--- src/rtl/picorv32_mem_pkg.sv ---
// Shared definitions for the PicoRV32 native-bus initiator: FSM encoding,
// strobe constants and error-reason codes.
package picorv32_mem_pkg;

  typedef logic [1:0] state_t;

  localparam state_t ST_IDLE    = 2'd0;
  localparam state_t ST_REQ     = 2'd1;
  localparam state_t ST_RELEASE = 2'd2;
  localparam state_t ST_RESP    = 2'd3;

  localparam logic [3:0] WSTRB_NONE = 4'b0000;

  localparam logic [1:0] ERR_NONE     = 2'd0;
  localparam logic [1:0] ERR_MISALIGN = 2'd1;
  localparam logic [1:0] ERR_WSTRB    = 2'd2;
  localparam logic [1:0] ERR_TIMEOUT  = 2'd3;

  // A command is rejected before touching the bus if it is not word aligned
  // or is a write that would change no bytes.
  function automatic logic cmd_is_bad(input logic [1:0] addr_lo,
                                      input logic       write,
                                      input logic [3:0] wstrb);
    return (addr_lo != 2'b00) || (write && (wstrb == WSTRB_NONE));
  endfunction

endpackage

--- src/rtl/picorv32_mem_initiator.sv ---
// Single-outstanding valid/ready-to-PicoRV32 native memory bus initiator.
// Optional REQ timeout enabled by defining PICORV32_MEM_INITIATOR_TIMEOUT_EN.
module picorv32_mem_initiator
  import picorv32_mem_pkg::*;
#(
  parameter int DATA_WIDTH     = 32,
  parameter int TIMEOUT_CYCLES = 255
) (
  input  logic                  clk,
  input  logic                  resetn,
  input  logic                  cmd_valid,
  output logic                  cmd_ready,
  input  logic                  cmd_write,
  input  logic                  cmd_instr,
  input  logic [31:0]           cmd_addr,
  input  logic [DATA_WIDTH-1:0] cmd_wdata,
  input  logic [3:0]            cmd_wstrb,
  output logic                  rsp_valid,
  input  logic                  rsp_ready,
  output logic [DATA_WIDTH-1:0] rsp_rdata,
  output logic                  rsp_err,
  output logic                  mem_valid,
  output logic                  mem_instr,
  input  logic                  mem_ready,
  output logic [31:0]           mem_addr,
  output logic [DATA_WIDTH-1:0] mem_wdata,
  output logic [3:0]            mem_wstrb,
  input  logic [DATA_WIDTH-1:0] mem_rdata,
  output logic                  busy
);

  state_t                r_state;
  logic                  r_write;
  logic                  r_busy;
  logic                  r_mem_valid;
  logic                  r_mem_instr;
  logic [31:0]           r_mem_addr;
  logic [DATA_WIDTH-1:0] r_mem_wdata;
  logic [3:0]            r_mem_wstrb;
  logic                  r_rsp_valid;
  logic [DATA_WIDTH-1:0] r_rsp_rdata;
  logic                  r_rsp_err;

  logic w_cmd_fire;
  logic w_cmd_bad;
  logic w_tmo_hit;

  assign cmd_ready  = resetn & (r_state == ST_IDLE);
  assign w_cmd_fire = cmd_valid & cmd_ready;
  assign w_cmd_bad  = cmd_is_bad(cmd_addr[1:0], cmd_write, cmd_wstrb);

`ifdef PICORV32_MEM_INITIATOR_TIMEOUT_EN
  logic [7:0] r_tmo_cnt;

  // Counter is zero outside REQ, so it is already clear on REQ entry.
  always_ff @(posedge clk) begin
    if (!resetn || (r_state != ST_REQ)) begin
      r_tmo_cnt <= 8'd0;
    end else if (!mem_ready) begin
      r_tmo_cnt <= r_tmo_cnt + 8'd1;
    end
  end

  assign w_tmo_hit = (r_tmo_cnt == 8'(TIMEOUT_CYCLES - 1));
`else
  logic [31:0] w_unused_tmo;
  assign w_unused_tmo = 32'(TIMEOUT_CYCLES);
  assign w_tmo_hit    = 1'b0;
`endif

  always_ff @(posedge clk) begin
    if (!resetn) begin
      r_state     <= ST_IDLE;
      r_write     <= 1'b0;
      r_busy      <= 1'b0;
      r_mem_valid <= 1'b0;
      r_mem_instr <= 1'b0;
      r_mem_addr  <= '0;
      r_mem_wdata <= '0;
      r_mem_wstrb <= WSTRB_NONE;
      r_rsp_valid <= 1'b0;
      r_rsp_rdata <= '0;
      r_rsp_err   <= 1'b0;
    end else begin
      case (r_state)
        ST_IDLE: begin
          if (w_cmd_fire) begin
            r_write <= cmd_write;
            r_busy  <= 1'b1;
            if (w_cmd_bad) begin
              r_state     <= ST_RESP;
              r_rsp_valid <= 1'b1;
              r_rsp_err   <= 1'b1;
              r_rsp_rdata <= '0;
            end else begin
              r_state     <= ST_REQ;
              r_mem_valid <= 1'b1;
              r_mem_instr <= cmd_instr;
              r_mem_addr  <= cmd_addr;
              r_mem_wdata <= cmd_wdata;
              r_mem_wstrb <= cmd_write ? cmd_wstrb : WSTRB_NONE;
            end
          end
        end
        ST_REQ: begin
          // mem_ready takes priority over a timeout landing in the same cycle.
          if (mem_ready) begin
            r_rsp_rdata <= r_write ? '0 : mem_rdata;
            r_rsp_err   <= 1'b0;
            r_mem_valid <= 1'b0;
            r_mem_wstrb <= WSTRB_NONE;
            r_state     <= ST_RELEASE;
          end else if (w_tmo_hit) begin
            r_rsp_rdata <= '0;
            r_rsp_err   <= 1'b1;
            r_mem_valid <= 1'b0;
            r_mem_wstrb <= WSTRB_NONE;
            r_state     <= ST_RELEASE;
          end
        end
        ST_RELEASE: begin
          // The responder holds mem_ready until it sees mem_valid low.
          if (!mem_ready) begin
            r_state     <= ST_RESP;
            r_rsp_valid <= 1'b1;
          end
        end
        ST_RESP: begin
          if (rsp_ready) begin
            r_rsp_valid <= 1'b0;
            r_busy      <= 1'b0;
            r_state     <= ST_IDLE;
          end
        end
        default: begin
          r_state <= ST_IDLE;
        end
      endcase
    end
  end

  assign rsp_valid = r_rsp_valid;
  assign rsp_rdata = r_rsp_rdata;
  assign rsp_err   = r_rsp_err;
  assign mem_valid = r_mem_valid;
  assign mem_instr = r_mem_instr;
  assign mem_addr  = r_mem_addr;
  assign mem_wdata = r_mem_wdata;
  assign mem_wstrb = r_mem_wstrb;
  assign busy      = r_busy;

endmodule

--- config.mk ---
export PLATFORM = sky130hd
export DESIGN_NAME = picorv32_mem_initiator
export DESIGN_NICKNAME = d
export VERILOG_FILES = /design/src/rtl/picorv32_mem_pkg.sv /design/src/rtl/picorv32_mem_initiator.sv
export SDC_FILE = /design/constraint.sdc
export NUM_CORES = 1
export LEC_CHECK = 0
export CORE_ASPECT_RATIO = 1.1
export CORE_MARGIN = 5
export CORE_UTILIZATION = 40
export DETAILED_ROUTE_END_ITERATION = 8
export HOLD_SLACK_MARGIN = 0.1
export MAX_ROUTING_LAYER = met4
export PLACE_DENSITY = 0.81
export SETUP_SLACK_MARGIN = 0.2
export SYNTH_ARGS = -nofsm -noshare
export SYNTH_HDL_FRONTEND = slang
export SYNTH_SLANG_ARGS = --single-unit
--- constraint.sdc ---
create_clock -name clk -period 2.2 [get_ports clk]
set_clock_uncertainty 0.05 [all_clocks]
set_input_delay 0.55 -clock clk [delete_from_list [all_inputs] [get_ports clk]]
set_output_delay 0.55 -clock clk [all_outputs]
set_load 0.01 [all_outputs]
# Word level (Yosys, flattened, before mapping)
# Cells that the tools add are included.
[word_totals]
reg_bits = 108
latchBits = 0
mem_bits_rw = 0
mem_bits_ro = 0
input_bits = 107
out_inout_bits = 106
elab_cells = 66
memories = 0
[classes]
n_addsub = 0
n_mul = 0
n_div = 0
order_cmp = 0
eq_ne = 9
shifts = 0
n_mux = 28
bitwise_logic = 3
n_reduce_logical = 15
[op_table]
columns = ["operator", "count"]
rows = [
  ["$mux W32", 4],
  ["$pmux W32 S2", 1],
  ["$mux W4", 4],
  ["$ne A2 B2 Y1 const B", 6],
  ["$reduce_and A4 Y1", 3],
  ["$mux W2", 5],
  ["$mux W1", 8],
  ["$pmux W2 S4", 1],
  ["$pmux W4 S2", 1],
  ["$pmux W1 S2", 3],
  ["$reduce_and A3 Y1", 2],
  ["$reduce_bool A2 Y1", 3],
  ["$reduce_and A5 Y1", 1],
  ["$eq A2 B2 Y1 const B", 2],
  ["$logic_not A4 Y1", 1],
  ["$pmux W1 S3", 1],
  ["$reduce_bool A3 Y1", 1],
  ["$and A1 B1 Y1", 2],
  ["$eq A2 B1 Y1 const B", 1],
  ["$logic_not A2 Y1", 1],
  ["$reduce_and A2 Y1", 1],
  ["$logic_and A1 B1 Y1", 1],
  ["$logic_or A1 B1 Y1", 1],
  ["$not A1 Y1", 1],
]

# Longest topological paths before layout
# Gate-level depths: netlist (run 1).
[depth]
depth_word = 6
mapped_depth = 9
mapped_depth_nobuf = 6

# Worst setup path before layout (run 1)
# Ideal clock, no wire load.
[synth_path]
kind = "in2out"
start = "input port resetn"
end = "output port cmd_ready"
arrival_ns = 1.429
required_ns = 1.600
setup_slack_ns = 0.171
stages = 4
n_path_buf = 3
cell_sequence = "buf_2 clkbuf_1 clkbuf_1 and2_1"
[synth_between]
elab_chain_cells = 1
[synth_lines]
columns = ["element", "line_no", "source"]
rows = [
  ["from (decl)", "picorv32_mem_initiator.sv:10", "input logic resetn,"],
  ["$and A1 B1 Y1", "picorv32_mem_initiator.sv:48", "assign cmd_ready = resetn & (r_state == ST_IDLE);"],
  ["to (decl)", "picorv32_mem_initiator.sv:12", "output logic cmd_ready,"],
]
# No other way between the ends.

# Final worst setup path (run 1)
[layout_path]
start = "input port cmd_wstrb[1]"
end = "register r_rsp_rdata[18], in the netlist rsp_rdata[18]"
[layout_between]
elab_chain_cells = 5
[layout_lines]
columns = ["element", "line_no", "source"]
rows = [
  ["from (decl)", "picorv32_mem_initiator.sv:17", "input logic [3:0] cmd_wstrb,"],
  ["$logic_not A4 Y1", "picorv32_mem_pkg.sv:24", "return (addr_lo != 2'b00) || (write && (wstrb == WSTRB_NONE));"],
  ["$logic_and A1 B1 Y1", "picorv32_mem_pkg.sv:24", ""],
  ["$logic_or A1 B1 Y1", "picorv32_mem_pkg.sv:24", ""],
  ["$ne A2 B2 Y1 (no source line)", "n/a", ""],
  ["$reduce_and A4 Y1 (no source line)", "n/a", ""],
  ["to (signal assigned)", "picorv32_mem_initiator.sv:108", "r_rsp_rdata <= r_write ? '0 : mem_rdata;"],
  ["to (decl)", "picorv32_mem_initiator.sv:41", "logic [DATA_WIDTH-1:0] r_rsp_rdata;"],
]
# No other way between the ends.
# A chain may end at the register's enable or synchronous reset.

==> summary.txt, run 1 <==
Run status
  • Status: finished clean

Die
  • CORE AREA: just over 10000 µm²
  • Initial core utilization: between 40% and 50%
  • FP Rows: 39
  • Die area: 12600 µm²
  • I/O pins: ~210
  • Vert. Die Dim: roughly 120 µm
  • Die width: 107 µm

Timing
  • Final hold slack: a little under 0.4 ns
  • Final setup fails: 0
  • Fin crit period: about 2 ns
  • Setup TNS: 0 ns
  • Max-slew headroom: 64.8%
  • Pins over their slew limit: 0
  • Final period util: roughly 88%
  • Final Hold Vio Count: 0
  • RSZ-0062 raised after global routing: no
  • Max Fclk: 0.515 GHz
  • Worst-Margin Slew: about 0.53 ns

Finish
  • Commonest non-fill, non-tap cells in the layout: clkdlybuf4s50_1, nand2_1, dfxtp_1, o21ai_0, mux2i_1
  • Commonest non-fill, non-tap cell in the layout: clkdlybuf4s50_1
  • Final Util: between 60% and 70%
  • Synthesis-to-finish area growth: 65.9%
  • Ant diodes: 0
  • Nets: between 800 and 900
  • Share of cells above drive strength 1: 8.54%

Setup path
  • Max incr delay on CP: roughly 0.46 ns
  • Critical path type: in2reg
  • Worst setup startpoint: cmd_wstrb[1]
  • Worst Setup Start Kind: input pin
  • Worst Path Arrival: 2.11 ns
  • Critical path peak fanout: 22
  • R2R Path Start: r_state[1]$_SDFFE_PN0P_
  • Endpoint class of the critical path: flop
  • CP cell instances: clkdlybuf4s50_1, nor4_4, a211oi_2, a21o_2, buf_12, mux2i_1
  • Critical Path RT: 2.37 ns
  • Crit-path leading delay family: buffers and inverters
  • Worst path bufs/invs: 2
  • Crit path max-delay cell type: clkdlybuf4s50_1

Logic synthesis
  • Syn Area/Cell: about 8.5 µm²
  • Synth Cell Area: around 4200 µm²
  • Synth warnings: 0
  • Syn Nets: 604
  • Seq cells post-synth: 108
  • Sequential area share after synthesis: a little over 50%
  • Cell variety after synth: 30
  • Gate Count Post-Synth: slightly below 500

Detailed routing
  • Wire length per cell: 14.9 µm
  • Post-Route M1 WL: approximately 5000 µm
  • Routed Antenna Nets: 0
  • DRT Pass-1 Iters: 4
  • DRC Markers: 0
  • DRT iter0 DRCs: ~150
  • DRT Wirelength: about 13000 µm
  • Vias: ~4100
  • Routed length on met3: about 1400 µm
  • Uppermost layer routed: met4
  • DR vias/cell: between 4 and 5
  • Met2 wire length: 6180 µm

Placed design
  • Port buffer count: 212
  • RePlAce Congestion: approximately 0.8
  • HPWL Detailed: between 9000 and 10000 µm

GRT
  • Largest net degree at the start of global routing: 53
  • GRT Overall Usage: between 20% and 30%
  • Antenna violations before repair: 0
  • GR Overflow Total: 0
  • Global-route wire length before repair: around 20000 µm
  • Vias in the first global route: ~4000

Pwr
  • P_leak: ~2.6 nW
  • Max rail drop VDD: 427 µV
  • Total Power: roughly 6 mW
  • Power Density: between 800 and 900 nW/µm²

Run
  • Max-Cap Viols: 0

Worst hold path
  • Worst Hold Launch: mem_wdata[17]$_SDFFE_PN0P_
  • Worst hold-check path type: reg2reg

CTS
  • Num CTS Buffers: 9
  • CTS Hold Bufs: 0
  • CTS tree: done
  • H-tree Lvls: 3
  • Clk Latency, worst-skew pair: roughly 0.33 ns
  • Clock transition at path regs: around 0.070 ns
  • CTS Root Cell: clkbuf_16
  • Clock tree sinks: around 110
  • Clock Tree Buf Depth: 2
-- state kept, by name, summed over array words and instances (netlist names) --
signal     cells
busy           1
mem_addr      32
mem_instr      1
mem_valid      1
mem_wdata     32
mem_wstrb      4
r_state        2
r_write        1
rsp_err        1
rsp_rdata     32
rsp_valid      1
-- synth_stat cells --
| cell | n | share of area [%] |
|---|---|---|
| nand2b_1 | 3 | 0.45 |
| ha_1 | 6 | 1.8 |
| clkbuf_1 | 21 | 1.9 |
| o211ai_1 | 1 | 0.18 |
| dfxtp_1 | 108 | 52 |
| nor2b_1 | 2 | 0.30 |
| a211oi_1 | 3 | 0.54 |
| buf_6 | 7 | 1.9 |
| a21bo_2 | 1 | 0.24 |
| nor2_1 | 2 | 0.18 |
| a2111oi_4 | 1 | 0.66 |
| mux2i_1 | 39 | 9.4 |
| and3_1 | 2 | 0.30 |
| a31o_2 | 1 | 0.21 |
| inv_1 | 3 | 0.27 |
| o21ai_1 | 9 | 1.1 |
| buf_4 | 2 | 0.36 |
| a21oi_1 | 1 | 0.12 |
| o21ba_2 | 1 | 0.24 |
| nor4_4 | 1 | 0.51 |
| o21ai_0 | 55 | 6.6 |
| and2_1 | 1 | 0.15 |
| a21boi_0 | 1 | 0.18 |
| buf_2 | 5 | 0.60 |
| a22oi_1 | 1 | 0.18 |
| nand4_1 | 2 | 0.30 |
| nand3_1 | 5 | 0.60 |
| nand2_1 | 205 | 18 |
| a21o_1 | 1 | 0.18 |
| o311a_1 | 1 | 0.24 |
-- layer usage --
layer | GRT usage [%] | up-vias
li1 | - | 2028
met1 | 21.8 | 1862
met3 | 8.45 | 19
met5 | - | -
met4 | 5.54 | 0
met2 | 34.5 | 169
-- power breakdown --
group,switching [mW],internal (mW)
Combinational,0.878,1.03
Sequential,0.119,2.17
Clock,0.707,1.00
-- timing repair --
action,4_1_cts,5_1_grt
resized for setup,6,6
setup buffers,0,1
cloned,0,1
endpoints found under the setup margin,1,29
pin swaps,0,5
-- kinds of logic after synthesis --
logic type	Yosys count	share of synthesized area (%)
AOI/OAI and AO/OA	77	10.7
adders and majority gates	6	1.80
buffers and inverters	38	5.02
DFF	108	51.9
muxes	39	9.37
and+or+nand+nor	223	21.3
-- worst paths after layout --
check | end | slack, ns | depth (start not counted)
worst max-delay path | rsp_rdata[18]$_SDFFE_PN0P_ | 0.26 | 6
worst min-delay path | mem_wdata[17]$_SDFFE_PN0P_ | 0.40 | 2
worst max register to register | rsp_rdata[15]$_SDFFE_PN0P_ | 0.34 | 8
worst min register to register | mem_wdata[17]$_SDFFE_PN0P_ | 0.40 | 2
-- worst reg2reg max path, stage by stage (launching register included) --
cell and delay, ns:
dfxtp_4 0.36, inv_2 0.08, ha_2 0.20, buf_4 0.16
a21bo_2 0.24, o211ai_1 0.09, a21o_2 0.19, buf_12 0.21
mux2i_1 0.22
-- final cells by class --
cell class	count	area [µm²]
clock buffers	9	225
clock inverters	7	100
fillers	789	3380
inverters	3	11.3
multi-input cells	345	1810
flip-flops and latches	108	2170
well taps	143	179
repair buffers	242	2410
-- metrics by stage --
stage	instances	worst slack (ns)	area [µm²]
2_1_floorplan	491	0.244	4170
3_3_place_gp	839	-0.0924	6530
3_5_place_dp	839	-0.118	6530
4_1_cts	855	0.210	6860
5_1_grt	857	0.197	6910
6_report	857	0.257	6910
Note: power is estimated with default switching activity, not from simulation.
==> run 2, diff against run 1 <==
--- a/config.mk
+++ b/config.mk
@@ -11,7 +11,7 @@
 export DETAILED_ROUTE_END_ITERATION = 8
 export HOLD_SLACK_MARGIN = 0.1
 export MAX_ROUTING_LAYER = met4
-export PLACE_DENSITY = 0.81
+export PLACE_DENSITY = 0.9
 export SETUP_SLACK_MARGIN = 0.2
 export SYNTH_ARGS = -nofsm -noshare
 export SYNTH_HDL_FRONTEND = slang
==> summary.txt, run 2 (synthesis gave the netlist of run 1 again) <==
Pwr
  • Switching fraction of total power: 28.8% (about the same)
  • P_int: 4.33 mW (was 4.20 mW)
  • P_leak: 2.63 nW (about the same)
  • Max rail drop VDD: 532 µV (was 427 µV)
  • Sequential power share: 37.4% (was 38.7%)
  • Comb pwr share: 33.9% (was 32.4%)
  • Power Density: 884 nW/µm² (was 854 nW/µm²)
  • Sw Pwr: 1.75 mW (was 1.70 mW)
  • Power share of the clock group: 28.8% (was 29.0%)
  • Total Power: 6.09 mW (was 5.91 mW)

Die
  • I/O pins: 213 (unchanged)
  • Die width: 107 µm (unchanged)
  • Initial core utilization: 40.5% (unchanged)
  • Die area: 12600 µm² (unchanged)
  • Vert. Die Dim: 117 µm (unchanged)
  • CORE AREA: 10300 µm² (unchanged)
  • FP Rows: 39 (unchanged)

Detailed routing
  • DRC Markers: 0 (unchanged)
  • Routed Antenna Nets: 0 (unchanged)
  • DRT Wirelength: 12500 µm (was 12800 µm)
  • DR vias/cell: 4.76 (about the same)
  • DRT Pass-1 Iters: 4 (unchanged)
  • DRT iter0 DRCs: 149 (was 151)
  • Vias: 4050 (was 4078)
  • Wire length per cell: 14.7 µm (was 14.9 µm)

Finish
  • Commonest non-fill, non-tap cell in the layout: clkdlybuf4s50_1 (unchanged)
  • Ant diodes: 0 (unchanged)
  • Share of cells above drive strength 1: 7.78% (was 8.54%)
  • Synthesis-to-finish area growth: 65.2% (was 65.9%)
  • Commonest non-fill, non-tap cells in the layout: clkdlybuf4s50_1, nand2_1, dfxtp_1, o21ai_0, mux2i_1 (unchanged)
  • Fillers: 761 (was 789)
  • Nets: 816 (was 822)
  • Final non-filler cell total: 850 (was 857)

Timing
  • Max Fclk: 0.516 GHz (was 0.515 GHz)
  • RSZ-0062 raised after global routing: no (unchanged)
  • Final setup fails: 0 (unchanged)
  • Setup TNS: 0 ns (unchanged)
  • Final hold slack: 0.401 ns (was 0.398 ns)
  • Worst-Margin Slew: 0.477 ns (was 0.529 ns)
  • Final period util: 88.1% (was 88.3%)
  • Pins over their slew limit: 0 (unchanged)
  • Final Hold Vio Count: 0 (unchanged)
  • Fin crit period: 1.94 ns (about the same)
  • Max-slew headroom: 68.2% (was 64.8%)
  • Setup WS post-layout: 0.262 ns (was 0.257 ns)

CTS
  • Post-CTS setup buffers: 0 (unchanged)
  • Num CTS Buffers: 9 (unchanged)
  • CTS Hold Bufs: 0 (unchanged)
  • CTS Root Cell: clkbuf_16 (unchanged)
  • Clk Latency, worst-skew pair: 0.34 ns (was 0.33 ns)
  • H-tree Lvls: 3 (unchanged)
  • Clock tree sinks: 108 (unchanged)
  • Clock Tree Buf Depth: 2 (unchanged)
  • Clock transition at path regs: 0.07 ns (about the same)
  • CTS tree: done (unchanged)

Setup path
  • Critical Path RT: 2.37 ns (about the same)
  • Worst setup endpoint: mem_wdata[9]$_SDFFE_PN0P_ (was rsp_rdata[18]$_SDFFE_PN0P_)
  • R2R cell count: 8 (unchanged)
  • Critical R2R Capture: rsp_rdata[28]$_SDFFE_PN0P_ (was rsp_rdata[15]$_SDFFE_PN0P_)
  • R2R Path Start: r_state[0]$_SDFFE_PN0P_ (was r_state[1]$_SDFFE_PN0P_)
  • Endpoint class of the critical path: flop (unchanged)
  • Critical path type: in2reg (unchanged)
  • Worst setup startpoint: cmd_wstrb[1] (unchanged)
  • Worst Path Arrival: 2.11 ns (about the same)
  • Worst Setup Start Kind: input pin (unchanged)
  • Critical path peak fanout: 32 (was 22)
  • Reg2reg setup slack: 0.27 ns (was 0.34 ns)

Placed design
  • Placed Cells: 832 (was 839)
  • RePlAce Congestion: 0.812 (about the same)
  • Port buffer count: 212 (unchanged)
  • HPWL Detailed: 9290 µm (was 9720 µm)
  • Pre-CTS setup slack: -0.117 ns (was -0.118 ns)

Run status
  • Status: finished clean (unchanged)

Worst hold path
  • Worst hold-check path type: reg2reg (unchanged)

GRT
  • Largest net degree at the start of global routing: 48 (was 53)
  • Vias in the first global route: 4148 (was 4020)
  • GR Overflow Total: 0 (unchanged)
  • GRT Overall Usage: 19.5% (was 20.2%)
  • Antenna violations before repair: 0 (unchanged)
  • Global-route wire length before repair: 19100 µm (was 19500 µm)

Run
  • Max-Cap Viols: 0 (unchanged)
==> run 2: changes by cell type in the layout (fill, tap and decap cells not counted), moves of 2 or more <==
cell and delta:
buf_4 -9, buf_6 +2, clkbuf_8 +2, clkdlybuf4s50_1 -2, clkinvlp_4 -2, dfxtp_2 +2
dfxtp_4 -2
==> run 2: power groups by stage <==
stage | Sequential [mW] | Combinational [mW] | Clock, mW
final | 2.28 | 2.06 | 1.75
after global routing | 2.30 | 2.20 | 1.88
after CTS | 2.27 | 1.85 | 1.79
after detailed placement | 2.31 | 1.82 | 0
after global placement | 2.30 | 1.76 | 0
after floorplan | 2.38 | 1.00 | 0
==> run 2: worst min path at each step <==
| stage | start | end | depth (start not counted) |
|---|---|---|---|
| after global routing | mem_addr[29]$_SDFFE_PN0P_ | mem_addr[29]$_SDFFE_PN0P_ | 2 |
| after detailed placement | mem_addr[17]$_SDFFE_PN0P_ | mem_addr[17]$_SDFFE_PN0P_ | 2 |
| after global placement | mem_wdata[14]$_SDFFE_PN0P_ | mem_wdata[14]$_SDFFE_PN0P_ | 2 |
| final | mem_wdata[16]$_SDFFE_PN0P_ | mem_wdata[16]$_SDFFE_PN0P_ | 2 |
| after floorplan | r_write$_SDFFE_PN0P_ | r_write$_SDFFE_PN0P_ | 2 |
| after CTS | mem_addr[18]$_SDFFE_PN0P_ | mem_addr[18]$_SDFFE_PN0P_ | 2 |
==> run 2: final cells by class <==
class	count	area, µm²	area share (%)
well taps	143	179	2.60
inverters	3	11.3	0.164
flip-flops and latches	108	2160	31.4
clock buffers	11	253	3.67
repair buffers	236	2390	34.7
clock inverters	4	72.6	1.05
multi-input cells	345	1810	26.3
==> run 2: metrics by stage <==
stage	instance area, µm²	util, %
after floorplan	4170	-
after global placement	6480	62.9
after detailed placement	6480	62.9
after CTS	6810	66.2
after global routing	6880	66.8
final	6880	66.8
==> run 2: what timing repair did <==
| item | CTS | global route |
|---|---|---|
| resized for setup | 7 | 7 |
| pin swaps | 1 | 2 |
| gates cloned | 0 | 3 |
| endpoints found under the setup margin | 7 | 58 |
==> run 2: routing by layer <==
layer | wire length, µm | vias to the layer above | track usage, %
met1 | 4920 | 1836 | 21.3
met3 | 1050 | 26 | 5.49
li1 | - | 2011 | -
met5 | 0 | - | -
met4 | 297 | 0 | 8.70
met2 | 6260 | 177 | 33.4
==> run 2: worst max-delay path, stage by stage <==
cell and delay [ns]:
clkdlybuf4s50_1 0.54, nor4_4 0.07, a2111oi_4 0.44, buf_12 0.20, buf_12 0.18, o21ai_0 0.11
==> run 3, diff against run 2 <==
--- a/config.mk
+++ b/config.mk
@@ -11,7 +11,7 @@
 export DETAILED_ROUTE_END_ITERATION = 8
 export HOLD_SLACK_MARGIN = 0.1
 export MAX_ROUTING_LAYER = met4
-export PLACE_DENSITY = 0.9
+export PLACE_DENSITY = 0.91
 export SETUP_SLACK_MARGIN = 0.2
 export SYNTH_ARGS = -nofsm -noshare
 export SYNTH_HDL_FRONTEND = slang
==> summary.txt, run 3 (synthesis gave the netlist of run 1 again) <==
Die
  • Die width: 107 µm (unchanged)
  • CORE AREA: 10300 µm² (unchanged)
  • Die area: 12600 µm² (unchanged)
  • Vert. Die Dim: 117 µm (unchanged)
  • I/O pins: 213 (unchanged)
  • Initial core utilization: 40.5% (unchanged)
  • FP Rows: 39 (unchanged)

Run
  • Max-Cap Viols: 0 (unchanged)

Detailed routing
  • Vias: 4042 (was 4050)
  • DRT Wirelength: 12300 µm (was 12500 µm)
  • DRT Pass-1 Iters: 4 (unchanged)
  • DRC Markers: 0 (unchanged)
  • DRT iter0 DRCs: 184 (was 149)
  • Wire length per cell: 14.4 µm (was 14.7 µm)
  • DR vias/cell: 4.74 (was 4.76)
  • Routed Antenna Nets: 0 (unchanged)

Timing
  • Max-slew headroom: 67.0% (was 68.2%)
  • Final hold slack: 0.402 ns (was 0.401 ns)
  • Worst-Margin Slew: 0.495 ns (was 0.477 ns)
  • Final Hold Vio Count: 0 (unchanged)
  • RSZ-0062 raised after global routing: no (unchanged)
  • Fin crit period: 1.95 ns (was 1.94 ns)
  • Final period util: 88.5% (was 88.1%)
  • Final setup fails: 0 (unchanged)
  • Pins over their slew limit: 0 (unchanged)
  • Max Fclk: 0.513 GHz (was 0.516 GHz)

CTS
  • Clock transition at path regs: 0.07 ns (about the same)
  • Num CTS Buffers: 9 (unchanged)
  • Clock tree sinks: 108 (unchanged)
  • Clk Latency, worst-skew pair: 0.33 ns (was 0.34 ns)
  • CTS Hold Bufs: 0 (unchanged)
  • H-tree Lvls: 3 (unchanged)
  • CTS Root Cell: clkbuf_16 (unchanged)
  • Clock Tree Buf Depth: 2 (unchanged)
  • CTS tree: done (unchanged)

Finish
  • Nets: 817 (was 816)
  • Ant diodes: 0 (unchanged)
  • Commonest non-fill, non-tap cell in the layout: clkdlybuf4s50_1 (unchanged)
  • Final Instance Area: 6900 µm² (was 6880 µm²)
  • Commonest non-fill, non-tap cells in the layout: clkdlybuf4s50_1, nand2_1, dfxtp_1, o21ai_0, mux2i_1 (unchanged)
  • Synthesis-to-finish area growth: 65.6% (was 65.2%)
  • Share of cells above drive strength 1: 7.90% (was 7.78%)

Placed design
  • RePlAce Congestion: 0.807 (was 0.812)
  • Port buffer count: 212 (unchanged)
  • HPWL Detailed: 9230 µm (was 9290 µm)
  • DP Area: 6490 µm² (was 6480 µm²)

Pwr
  • Power Density: 858 nW/µm² (was 884 nW/µm²)
  • Max rail drop VDD: 477 µV (was 532 µV)
  • P_leak: 2.64 nW (was 2.63 nW)

Setup path
  • CP cell instances: clkdlybuf4s50_1, buf_4, a2111oi_4, buf_4, buf_12, buf_12, o21ai_0 (was clkdlybuf4s50_1, nor4_4, a2111oi_4, buf_12, buf_12, o21ai_0)
  • Crit path max-delay cell type: clkdlybuf4s50_1 (unchanged)
  • Max incr delay on CP: 0.45 ns (was 0.54 ns)
  • Critical path type: in2reg (unchanged)
  • Critical Path RT: 2.36 ns (was 2.37 ns)
  • Endpoint class of the critical path: flop (unchanged)
  • Worst Setup Start Kind: input pin (unchanged)
  • R2R cell count: 8 (unchanged)
  • Critical path peak fanout: 30 (was 32)
  • Worst Path Arrival: 2.11 ns (about the same)

GRT
  • Antenna violations before repair: 0 (unchanged)
  • GR Overflow Total: 0 (unchanged)
  • Global-route wire length before repair: 18700 µm (was 19100 µm)
  • GRT Overall Usage: 19.3% (was 19.5%)
  • Largest net degree at the start of global routing: 115 (was 48)
  • Vias in the first global route: 4025 (was 4148)

Run status
  • Status: finished clean (unchanged)

Worst hold path
  • Worst hold-check path type: reg2reg (unchanged)
  • Hold path cells: 2 (unchanged)
run 3: changes by cell type in the layout (fill, tap and decap cells not counted), moves of 2 or more:
cell      change
buf_4         +3
buf_6         -2
clkbuf_1      +2
mux2i_1       -2
mux2i_2       +2
run 3: layout make-up:
cell class | instances | area (µm²)
Multi-Input combinational cell | 345 | 1820
Inverter | 3 | 11.3
Sequential cell | 108 | 2160
Fill cell | 776 | 3400
Clock inverter | 3 | 68.8
Tap cell | 143 | 179
Clock buffer | 13 | 260
Timing Repair Buffer | 237 | 2390
run 3: layer usage:
metal  GRT usage, %  vias to the layer above  routed length [µm]
li1               -                     2018                   -
met1           20.5                     1834                4780
met2           33.3                      161                6180
met3           5.21                       29                 927
met4           9.29                        0                 374
met5              -                        -                   0
run 3: timing repair:
item / CTS / global route
pin swaps: 2 / 2
buffers inserted: 1 / 2
gates resized for setup: 6 / 9
gates cloned: 0 / 1
endpoints found under the setup margin: 3 / 88
run 3: final timing paths:
kind,start,to,slack [ns]
worst max-delay path,cmd_addr[1],mem_wdata[8]$_SDFFE_PN0P_,0.25
worst min-delay path,mem_addr[17]$_SDFFE_PN0P_,mem_addr[17]$_SDFFE_PN0P_,0.40
worst max register to register,r_state[1]$_SDFFE_PN0P_,rsp_rdata[10]$_SDFFE_PN0P_,0.33
worst min register to register,mem_addr[17]$_SDFFE_PN0P_,mem_addr[17]$_SDFFE_PN0P_,0.40
run 3: worst max-delay path: cells and delay by family:
kind            cells  cell delay (ns)
buf+inv             5             1.11
compound gates      2             0.44
run 3: per-stage QoR:
stage                     instances  util, %  total power [mW]  setup TNS [ns]  setup slack [ns]
final                           852     67.0              5.92               0             0.252
after global routing            852     67.0              6.22               0             0.194
after CTS                       849     66.4              5.94               0             0.199
after detailed placement        832     63.0              4.16          -10.22            -0.163
after global placement          832     63.0              4.09           -5.71           -0.0887
after floorplan                 491        -              3.39               0             0.244
run 3: where the power goes:
part | switching (mW) | leakage [nW] | internal [mW]
logic | 0.871 | 1.60 | 1.03
registers | 0.109 | 0.876 | 2.16
clock network | 0.689 | 0.160 | 1.06
